[config.mk]
export PLATFORM = sky130hd
export DESIGN_NAME = sdram_arbiter_flat
export DESIGN_NICKNAME = d
export VERILOG_FILES = /design/src/rtl/sdram_arbiter_if.sv /design/src/rtl/sdram_arbiter.sv /design/src/flat_wrapper.sv
export SDC_FILE = /design/constraint.sdc
export NUM_CORES = 1
export LEC_CHECK = 0
export CAP_MARGIN = 15
export CORE_UTILIZATION = 39
export DETAILED_ROUTE_END_ITERATION = 12
export PLACE_DENSITY = 0.82
export SYNTH_ARGS = -nofsm -noshare
export SYNTH_HDL_FRONTEND = slang
export SYNTH_SLANG_ARGS = --single-unit
[constraint.sdc]
create_clock -name clk -period 2.57 [get_ports clk]
set_clock_uncertainty 0.15 [all_clocks]
set_input_delay 0.514 -clock clk [delete_from_list [all_inputs] [get_ports clk]]
set_output_delay 0.514 -clock clk [all_outputs]
set_load 0.1 [all_outputs]
[src/rtl/sdram_arbiter_if.sv]
// Requester-side bus of the SDRAM arbiter: per-port level request, one-cycle ack, shared read data.
interface sdram_arbiter_if #(
  parameter int unsigned NPORTS = 3,
  parameter int unsigned AW     = 25
);
  logic [NPORTS-1:0]    req;
  logic [NPORTS-1:0]    we;
  logic [NPORTS-1:0]    word;
  logic [NPORTS*AW-1:0] addr;
  logic [NPORTS*16-1:0] wdata;
  logic [NPORTS-1:0]    ack;
  logic [15:0]          rdata;
  logic [1:0]           grant_id;

  // Requesters drive the request fields and observe completion.
  modport master (
    output req, we, word, addr, wdata,
    input  ack, rdata, grant_id
  );

  // The arbiter consumes requests and reports completion.
  modport slave (
    input  req, we, word, addr, wdata,
    output ack, rdata, grant_id
  );
endinterface

[src/rtl/sdram_arbiter.sv]
// Serialises NPORTS requesters onto one edge-triggered SDRAM controller port.
// Each access walks IDLE -> ISSUE -> WAIT -> DONE so rd/wr always present a fresh edge.
module sdram_arbiter #(
  parameter int unsigned NPORTS = 3,
  parameter int unsigned PRIO0  = 1,
  parameter int unsigned AW     = 25
) (
  input  logic          clk,
  input  logic          init_n,
  sdram_arbiter_if.slave bus,
  output logic [AW-1:0] sd_addr,
  output logic [15:0]   sd_din,
  output logic          sd_word,
  output logic          sd_rd,
  output logic          sd_wr,
  input  logic [15:0]   sd_dout,
  input  logic          sd_busy
);

  localparam int unsigned MAXP = 4;

  localparam logic [1:0] S_IDLE  = 2'd0;
  localparam logic [1:0] S_ISSUE = 2'd1;
  localparam logic [1:0] S_WAIT  = 2'd2;
  localparam logic [1:0] S_DONE  = 2'd3;

  logic [1:0]        state, state_nxt;
  logic [1:0]        rr, rr_nxt;
  logic [1:0]        grant, grant_nxt;
  logic [NPORTS-1:0] ack, ack_nxt;
  logic [15:0]       rdata, rdata_nxt;
  logic              op_wr, op_wr_nxt;
  logic [AW-1:0]     sd_addr_nxt;
  logic [15:0]       sd_din_nxt;
  logic              sd_word_nxt, sd_rd_nxt, sd_wr_nxt;

  logic [MAXP-1:0]   req_p, we_p, word_p;
  logic [AW-1:0]     addr_a  [MAXP];
  logic [15:0]       wdata_a [MAXP];

  logic [1:0]        win, cand;
  logic              win_vld, prio_hit;

  assign bus.ack      = ack;
  assign bus.rdata    = rdata;
  assign bus.grant_id = grant;

  // Unpack the flat per-port request fields into small indexable arrays.
  always_comb begin
    req_p  = MAXP'(bus.req);
    we_p   = MAXP'(bus.we);
    word_p = MAXP'(bus.word);
    for (int i = 0; i < int'(MAXP); i++) begin
      addr_a[i]  = '0;
      wdata_a[i] = '0;
    end
    for (int i = 0; i < int'(NPORTS); i++) begin
      addr_a[i]  = bus.addr[i*AW +: AW];
      wdata_a[i] = bus.wdata[i*16 +: 16];
    end
  end

  // Winner selection: optional absolute priority for port 0, else round-robin from rr+1.
  always_comb begin
    win      = '0;
    cand     = '0;
    win_vld  = 1'b0;
    prio_hit = 1'b0;
    if ((PRIO0 != 0) && req_p[0]) begin
      win_vld  = 1'b1;
      prio_hit = 1'b1;
    end else begin
      for (int k = 1; k <= int'(NPORTS); k++) begin
        cand = 2'((int'(rr) + k) % int'(NPORTS));
        if (!win_vld && req_p[cand]) begin
          win     = cand;
          win_vld = 1'b1;
        end
      end
    end
  end

  // Next-state and next-output logic; every registered output holds by default.
  always_comb begin
    state_nxt   = state;
    rr_nxt      = rr;
    grant_nxt   = grant;
    ack_nxt     = '0;
    rdata_nxt   = rdata;
    op_wr_nxt   = op_wr;
    sd_addr_nxt = sd_addr;
    sd_din_nxt  = sd_din;
    sd_word_nxt = sd_word;
    sd_rd_nxt   = sd_rd;
    sd_wr_nxt   = sd_wr;
    case (state)
      S_IDLE: begin
        if (win_vld) begin
          sd_addr_nxt = addr_a[win];
          sd_din_nxt  = wdata_a[win];
          sd_word_nxt = word_p[win];
          sd_wr_nxt   = we_p[win];
          sd_rd_nxt   = !we_p[win];
          op_wr_nxt   = we_p[win];
          grant_nxt   = win;
          if (!prio_hit) rr_nxt = win;
          state_nxt   = S_ISSUE;
        end
      end
      S_ISSUE: begin
        if (sd_busy) begin
          sd_rd_nxt = 1'b0;
          sd_wr_nxt = 1'b0;
          state_nxt = S_WAIT;
        end
      end
      S_WAIT: begin
        if (!sd_busy) begin
          ack_nxt = NPORTS'(1) << grant;
          if (!op_wr) rdata_nxt = sd_dout;
          state_nxt = S_DONE;
        end
      end
      default: begin
        state_nxt = S_IDLE;
      end
    endcase
  end

  // State and registered outputs; reset abandons any transfer in flight.
  always_ff @(posedge clk or negedge init_n) begin
    if (!init_n) begin
      state   <= S_IDLE;
      rr      <= '0;
      grant   <= '0;
      ack     <= '0;
      rdata   <= '0;
      op_wr   <= 1'b0;
      sd_addr <= '0;
      sd_din  <= '0;
      sd_word <= 1'b0;
      sd_rd   <= 1'b0;
      sd_wr   <= 1'b0;
    end else begin
      state   <= state_nxt;
      rr      <= rr_nxt;
      grant   <= grant_nxt;
      ack     <= ack_nxt;
      rdata   <= rdata_nxt;
      op_wr   <= op_wr_nxt;
      sd_addr <= sd_addr_nxt;
      sd_din  <= sd_din_nxt;
      sd_word <= sd_word_nxt;
      sd_rd   <= sd_rd_nxt;
      sd_wr   <= sd_wr_nxt;
    end
  end

endmodule
[src/flat_wrapper.sv]
// flat-port wrapper written by rule: the top's interface ports become plain ports
module sdram_arbiter_flat 
#(
  parameter int unsigned NPORTS = 3,
  parameter int unsigned PRIO0  = 1,
  parameter int unsigned AW     = 25
)
  (clk, init_n, sd_addr, sd_din, sd_word, sd_rd, sd_wr, sd_dout, sd_busy, bus_req, bus_we, bus_word, bus_addr, bus_wdata, bus_ack, bus_rdata, bus_grant_id);
  sdram_arbiter_if #(.NPORTS(NPORTS), .AW(AW)) bus_i ();
  input  logic clk;
  input  logic init_n;
  output logic [AW-1:0] sd_addr;
  output logic [15:0] sd_din;
  output logic sd_word;
  output logic sd_rd;
  output logic sd_wr;
  input  logic [15:0] sd_dout;
  input  logic sd_busy;
  input wire logic [$bits(bus_i.req)-1:0] bus_req;
  input wire logic [$bits(bus_i.we)-1:0] bus_we;
  input wire logic [$bits(bus_i.word)-1:0] bus_word;
  input wire logic [$bits(bus_i.addr)-1:0] bus_addr;
  input wire logic [$bits(bus_i.wdata)-1:0] bus_wdata;
  output wire logic [$bits(bus_i.ack)-1:0] bus_ack;
  output wire logic [$bits(bus_i.rdata)-1:0] bus_rdata;
  output wire logic [$bits(bus_i.grant_id)-1:0] bus_grant_id;
  assign bus_i.req = bus_req;
  assign bus_i.we = bus_we;
  assign bus_i.word = bus_word;
  assign bus_i.addr = bus_addr;
  assign bus_i.wdata = bus_wdata;
  assign bus_ack = bus_i.ack;
  assign bus_rdata = bus_i.rdata;
  assign bus_grant_id = bus_i.grant_id;
  sdram_arbiter #(.NPORTS(NPORTS), .PRIO0(PRIO0), .AW(AW)) u_core (.clk(clk), .init_n(init_n), .bus(bus_i), .sd_addr(sd_addr), .sd_din(sd_din), .sd_word(sd_word), .sd_rd(sd_rd), .sd_wr(sd_wr), .sd_dout(sd_dout), .sd_busy(sd_busy));
endmodule
Word level (Yosys, flattened, before mapping)

Index checks and enable logic that the tools add are counted.

Register bits after elaboration: 70
Input port bits: 151
Output and inout bits: 65
Word-level logic and storage cells: 82

Add/sub/neg operators: 3
Div/mod/pow operators: 3
Magnitude comparators: 5
Equal/unequal tests: 5
Shift-type cells: 1
Muxes and demuxes: 38
Bitwise gates (word level): 4
Reductions and logical operators: 12

Operator list:

| kind                                                                         | number |
|---|---|
| 32-bit by 3-bit remainder unit with 32-bit output, second input constant     | 3 |
| 25-bit binary-select mux with 2-bit select                                   | 1 |
| 25-bit two-way mux                                                           | 2 |
| 16-bit binary-select mux with 2-bit select                                   | 1 |
| 16-bit two-way mux                                                           | 2 |
| 1-bit two-way mux                                                            | 15 |
| 2-bit two-way mux                                                            | 7 |
| 2-bit by 3-bit less-than comparator with 1-bit output, second input constant | 4 |
| 3-bit AND reduction                                                          | 4 |
| 1-bit binary-select mux with 2-bit select                                    | 5 |
| 2-bit by 2-bit adder with 3-bit output, second input constant                | 2 |
| 3-bit two-way mux                                                            | 2 |
| 2-bit case mux with 3 select lines                                           | 1 |
| 2-bit inequality test, second input constant                                 | 2 |
| 1-bit case mux with 2 select lines                                           | 2 |
| 2-bit by 1-bit adder with 3-bit output, second input constant                | 1 |
| 3-bit greater-or-equal comparator, second input constant                     | 1 |
| 1-bit zero test                                                              | 3 |
| 1-bit inverter                                                               | 3 |
| 2-bit inverter with 3-bit output                                             | 1 |
| 1-bit by 2-bit left shift with 3-bit output, first input constant            | 1 |
| 2-bit by 1-bit equality test with 1-bit output, second input constant        | 1 |
| 2-bit equality test, second input constant                                   | 1 |
| 1-bit logical AND                                                            | 2 |
| 4 further kinds                                                              | 4 |

Longest topological paths before layout

Depth after elaboration: 19
Mapped depth: 10
Mapped depth without buffers: 7

Least setup slack after synthesis

Ideal clock, no wire load.

Kind: reg-to-reg
Start point: register u_core.rr[0]
End point: register u_core.sd_addr[10]
Library setup time: 0.146 ns
Arrival: 2.040 ns
Data required time: 2.274 ns
Slack: 0.234 ns
Stages on the path, launching flop included: 9
Cells stage by stage: dfrtp_1 > inv_1 > ha_1 > a21o_1 > a2111oi_0 > buf_2 > clkbuf_4 > mux2i_1 > o221ai_2

Cells in the longest elaborated chain, start to end: 18
Elaborated cells between the ends (all ways): 31
Classes of those cells: add/sub: 3; div: 3; mux: 19; bitwise: 1; reduce/logical: 5

RTL lines:

| item                                                   | RTL line             | source |
|---|---|---|
| start, declared                                        | sdram_arbiter.sv:28  | `logic [1:0] rr, rr_nxt;` |
| start signal, assigned                                 | sdram_arbiter.sv:146 | `rr <= rr_nxt;` |
| 2-bit by 1-bit adder with 3-bit output                 | sdram_arbiter.sv:74  | `cand = 2'((int'(rr) + k) % int'(NPORTS));` |
| 32-bit by 3-bit remainder unit with 32-bit output      | sdram_arbiter.sv:74  |  |
| 1-bit binary-select mux with 2-bit select              | sdram_arbiter.sv:75  | `if (!win_vld && req_p[cand]) begin` |
| 1-bit two-way mux (not written as such)                | sdram_arbiter.sv:75  |  |
| 1-bit two-way mux                                      | sdram_arbiter.sv:75  |  |
| 1-bit two-way mux                                      | sdram_arbiter.sv:69  | `if ((PRIO0 != 0) && req_p[0]) begin` |
| 1-bit zero test                                        | sdram_arbiter.sv:75  |  |
| 1-bit logical AND                                      | sdram_arbiter.sv:75  |  |
| 1-bit two-way mux                                      | sdram_arbiter.sv:75  |  |
| 1-bit two-way mux                                      | sdram_arbiter.sv:69  |  |
| 1-bit zero test                                        | sdram_arbiter.sv:75  |  |
| 1-bit logical AND                                      | sdram_arbiter.sv:75  |  |
| 2-bit two-way mux                                      | sdram_arbiter.sv:75  |  |
| 2-bit two-way mux                                      | sdram_arbiter.sv:69  |  |
| 2-bit inverter with 3-bit output (not written as such) | sdram_arbiter.sv:99  | `sd_addr_nxt = addr_a[win];` |
| 25-bit binary-select mux with 2-bit select             | sdram_arbiter.sv:99  |  |
| 25-bit two-way mux (not written as such) (2 in series) | sdram_arbiter.sv:99  |  |
| end signal, assigned                                   | sdram_arbiter.sv:151 | `sd_addr <= sd_addr_nxt;` |
| end, declared                                          | sdram_arbiter.sv:11  | `output logic [AW-1:0] sd_addr,` |

Several ways; a longest one is shown, not always the timed one. The select of a mux whose other input is x is not followed.
A chain may end at the register's enable or synchronous reset.

Worst setup path after layout

Start point: register u_core.rr[0]
End point: register u_core.sd_wr

Cells in the longest elaborated chain, start to end: 18
Elaborated cells between the ends (all ways): 32
Classes of those cells: add/sub: 3; div: 3; eq/ne: 1; mux: 20; reduce/logical: 5

RTL lines:

| item                                              | RTL line             | source |
|---|---|---|
| 2-bit by 1-bit adder with 3-bit output            | sdram_arbiter.sv:74  |  |
| 32-bit by 3-bit remainder unit with 32-bit output | sdram_arbiter.sv:74  |  |
| 1-bit binary-select mux with 2-bit select         | sdram_arbiter.sv:75  |  |
| 1-bit two-way mux (not written as such)           | sdram_arbiter.sv:75  |  |
| 1-bit two-way mux                                 | sdram_arbiter.sv:75  |  |
| 1-bit two-way mux                                 | sdram_arbiter.sv:69  |  |
| 1-bit zero test                                   | sdram_arbiter.sv:75  |  |
| 1-bit logical AND                                 | sdram_arbiter.sv:75  |  |
| [... 2 more ...]                                  | -                    |  |
| 1-bit zero test                                   | sdram_arbiter.sv:75  |  |
| 1-bit logical AND                                 | sdram_arbiter.sv:75  |  |
| 2-bit two-way mux                                 | sdram_arbiter.sv:75  |  |
| 2-bit two-way mux                                 | sdram_arbiter.sv:69  |  |
| 1-bit binary-select mux with 2-bit select         | sdram_arbiter.sv:102 | `sd_wr_nxt = we_p[win];` |
| 1-bit two-way mux (not written as such)           | sdram_arbiter.sv:102 |  |
| 1-bit two-way mux                                 | sdram_arbiter.sv:98  | `if (win_vld) begin` |
| 1-bit case mux with 2 select lines                | sdram_arbiter.sv:96  | `case (state)` |
| end signal, assigned                              | sdram_arbiter.sv:155 | `sd_wr <= sd_wr_nxt;` |
| end, declared                                     | sdram_arbiter.sv:15  | `output logic sd_wr,` |

Several ways; a longest one is shown, not always the timed one. The select of a mux whose other input is x is not followed.

==> impl_metrics.ini <==
[grt]
antenna_found_initial = 0
grt_pass1_wl_mm = 17.4
grt_max_degree = 71
overflow = 0
grt_pass1_vias = 3676
grt.total_usage_pct = 22.2

[clock_tree]
numCtsBuffers = 9
clk_path_buf_depth = 2
clock-sinks = 70
clk_latency_ns = 0.34
cts_tree = yes
root_buffer = clkbuf_8
clk_pin_slew_ns = 0.08
h-tree-depth = 3

[min_path]
worst_hold_path_type = in -> async

[sta]
finalHoldViolCount = 0
fmax_mhz = 410
timing.final.crit_period_ns = 2.44
maxSlewViolCount = 0
setup_viol = 0
fin_crit_sh_pct = 94.9
worstMarginPinSlew_ns = 0.490
tns_ns = 0
grt_setup_unrepaired = no
slew_headroom_pct = 67.3

[synthesis]
synth_top_family_by_area = compound AO/OA/AOI/OAI gates
ys_warn_count = 0
ys_seq_area_share_pct = 45.7
synth-edff-count = 0
synth_compound_area_share_pct = 19.8
synth_cell_types = 31
netlist_area_mm2 = 0.00383
synth-xor-area-share_pct = 0
synthSimpleGateAreaFrac_pct = 11.9
ys.flop_type = dfrtp_1
synth_cells = 341
syn_nets = 497
synth_fa_ha_area_share_pct = 1.63
syn_area_per_cell_um2 = 11.2
ys_ff_latch = 70
synth_mux_area_share_pct = 16.2
async_flop_share_pct = 100

[drt]
vias = 3510
drtAntennaViolNets = 0
drt_iter0_markers = 65
wire_per_inst_um = 16.3
drc = 0
drt_first_pass_iters = 4
avgViaCountPerCell = 5.06
routed_wirelength_mm = 11.3

[cells_and_area]
regArea_mm2 = 0.00175
syn2layout_area_growth_pct = 65.4
layout_commonest_cell = clkdlybuf4s50_1
multi_input_area_mm2 = 0.00194
num-fill-cells = 758
drive_gt1_share_pct = 29.6
layout.nets = 716
n_antenna_cell = 0
final_cell_mix = 149 x clkdlybuf4s50_1, 93 x nand2_1, 78 x buf_4

[worst_setup_path]
r2r_cells = 9
end_kind = register
critical_path_arrival_ns = 2.49
crit_type = reg -> reg
cp_max_fo = 16
reg2reg_setup_slack_ns = 0.13
r2r-start = u_core.rr[0]$_DFFE_PN0P_
critPathLaunchType = register
critPathRequiredTime_ns = 2.62
rr_endpoint = u_core.sd_wr$_DFFE_PN0P_

[floorplanning]
die_x_um = 101
start_util_pct = 40.9
ios = 216
num_rows = 35
die_h_um = 101
die_area_mm2 = 0.0102
core_area_mm2 = 0.00937

[place]
io_buffer_count = 215
gp_congestion = 0.749
dp_hpwl_mm = 8.58

[run]
drv_cap = 0

[run_status]
status = finished, final reports clean
## state kept, by name, summed over array words and instances, names as in the netlist
name and flops:
u_core.op_wr 1, u_core.state 2, u_core.bus.ack 3, u_core.sd_din 16
u_core.sd_addr 25, u_core.sd_wr 1, u_core.bus.grant_id 2, u_core.sd_rd 1
u_core.bus.rdata 16, u_core.sd_word 1, u_core.rr 2
## synthesized netlist by cell type (2+ instances only)
library cell	n	share of area, %
mux2i_1	43	11
inv_1	9	0.88
buf_1	2	0.20
a21oi_1	3	0.39
nand2_1	93	9.1
o221ai_1	2	0.46
nor3_1	3	0.39
buf_6	4	1.2
nor2_1	3	0.29
nand3_1	2	0.26
o311ai_1	2	0.46
o21ai_0	5	0.65
o221ai_2	40	16
nand2b_1	4	0.65
nor3b_1	2	0.39
o21bai_1	2	0.39
a21o_1	2	0.39
nor2b_1	2	0.33
mux2_2	17	5.0
buf_2	7	0.91
clkbuf_1	9	0.88
ha_1	5	1.6
clkbuf_4	3	0.59
dfrtp_1	70	46
## final cells by class
class,instances,share of cell area [%]
Multi-Input combinational cell,236,30.7
Sequential cell,70,27.6
Timing Repair Buffer,234,34.6
Clock buffer,10,2.17
Inverter,9,0.533
Clock inverter,6,1.84
Tap cell,129,2.55
## cells by family (layout without fill, tap and decap cells)
kind of cell,Yosys count,in the layout
AO/OA/AOI/OAI,60,60
adder cells (fa/ha/maj),5,5
buffers and inverters,35,259
flip-flops,70,70
multiplexers,60,60
AND/OR/NAND/NOR,111,111
## layer usage
| metal | vias up | track usage [%] | wire length, um |
|---|---|---|---|
| met2 | 151 | 40.1 | 5990 |
| met5 | - | 0 | 0 |
| met1 | 1674 | 25.0 | 4340 |
| met4 | 0 | 8.70 | 171 |
| met3 | 14 | 5.59 | 789 |
| li1 | 1671 | - | - |
## how the worst max path moves through the flow
stage / start / endpoint / slack (ns) / cells past startpoint
4_1_cts: u_core.rr[0]$_DFFE_PN0P_ / u_core.sd_addr[19]$_DFFE_PN0P_ / 0.06 / 8
3_5_place_dp: bus_req[2] / u_core.sd_addr[19]$_DFFE_PN0P_ / -0.13 / 7
5_1_grt: u_core.rr[0]$_DFFE_PN0P_ / u_core.sd_wr$_DFFE_PN0P_ / 0.02 / 9
2_1_floorplan: u_core.rr[0]$_DFFE_PN0P_ / u_core.sd_addr[10]$_DFFE_PN0P_ / 0.23 / 8
6_report: u_core.rr[0]$_DFFE_PN0P_ / u_core.sd_wr$_DFFE_PN0P_ / 0.13 / 9
3_3_place_gp: bus_req[2] / u_core.sd_addr[19]$_DFFE_PN0P_ / -0.09 / 7
## metrics by stage
stage | instances | area, um2 | util [%] | hold slack, ns | setup slack [ns]
floorplan | 341 | 3830 | - | 0.0684 | 0.234
global placement | 677 | 6040 | 64.5 | 0.311 | -0.0945
detailed placement | 677 | 6040 | 64.5 | 0.325 | -0.130
CTS | 693 | 6300 | 67.2 | 0.0517 | 0.0619
global route | 694 | 6340 | 67.7 | 0.0465 | 0.0242
finish | 694 | 6340 | 67.7 | 0.0244 | 0.132
## critical path, stage by stage, from the launching register on
cell,delay [ns]
dfrtp_1,0.36
inv_1,0.06
ha_1,0.35
a21o_1,0.23
a2111oi_4,0.36
buf_4,0.19
buf_12,0.16
nand2b_1,0.16
a21o_1,0.16
o311ai_2,0.11
## repair_timing
item                       4_1_cts  5_1_grt
setup endpoints to repair        6       27
setup buffers                    0        1
gates resized for setup          1        6
hold buffers                     0        0
Power is not shown: default switching activity piles up to over one toggle a cycle in this logic, so the estimate is an artifact.
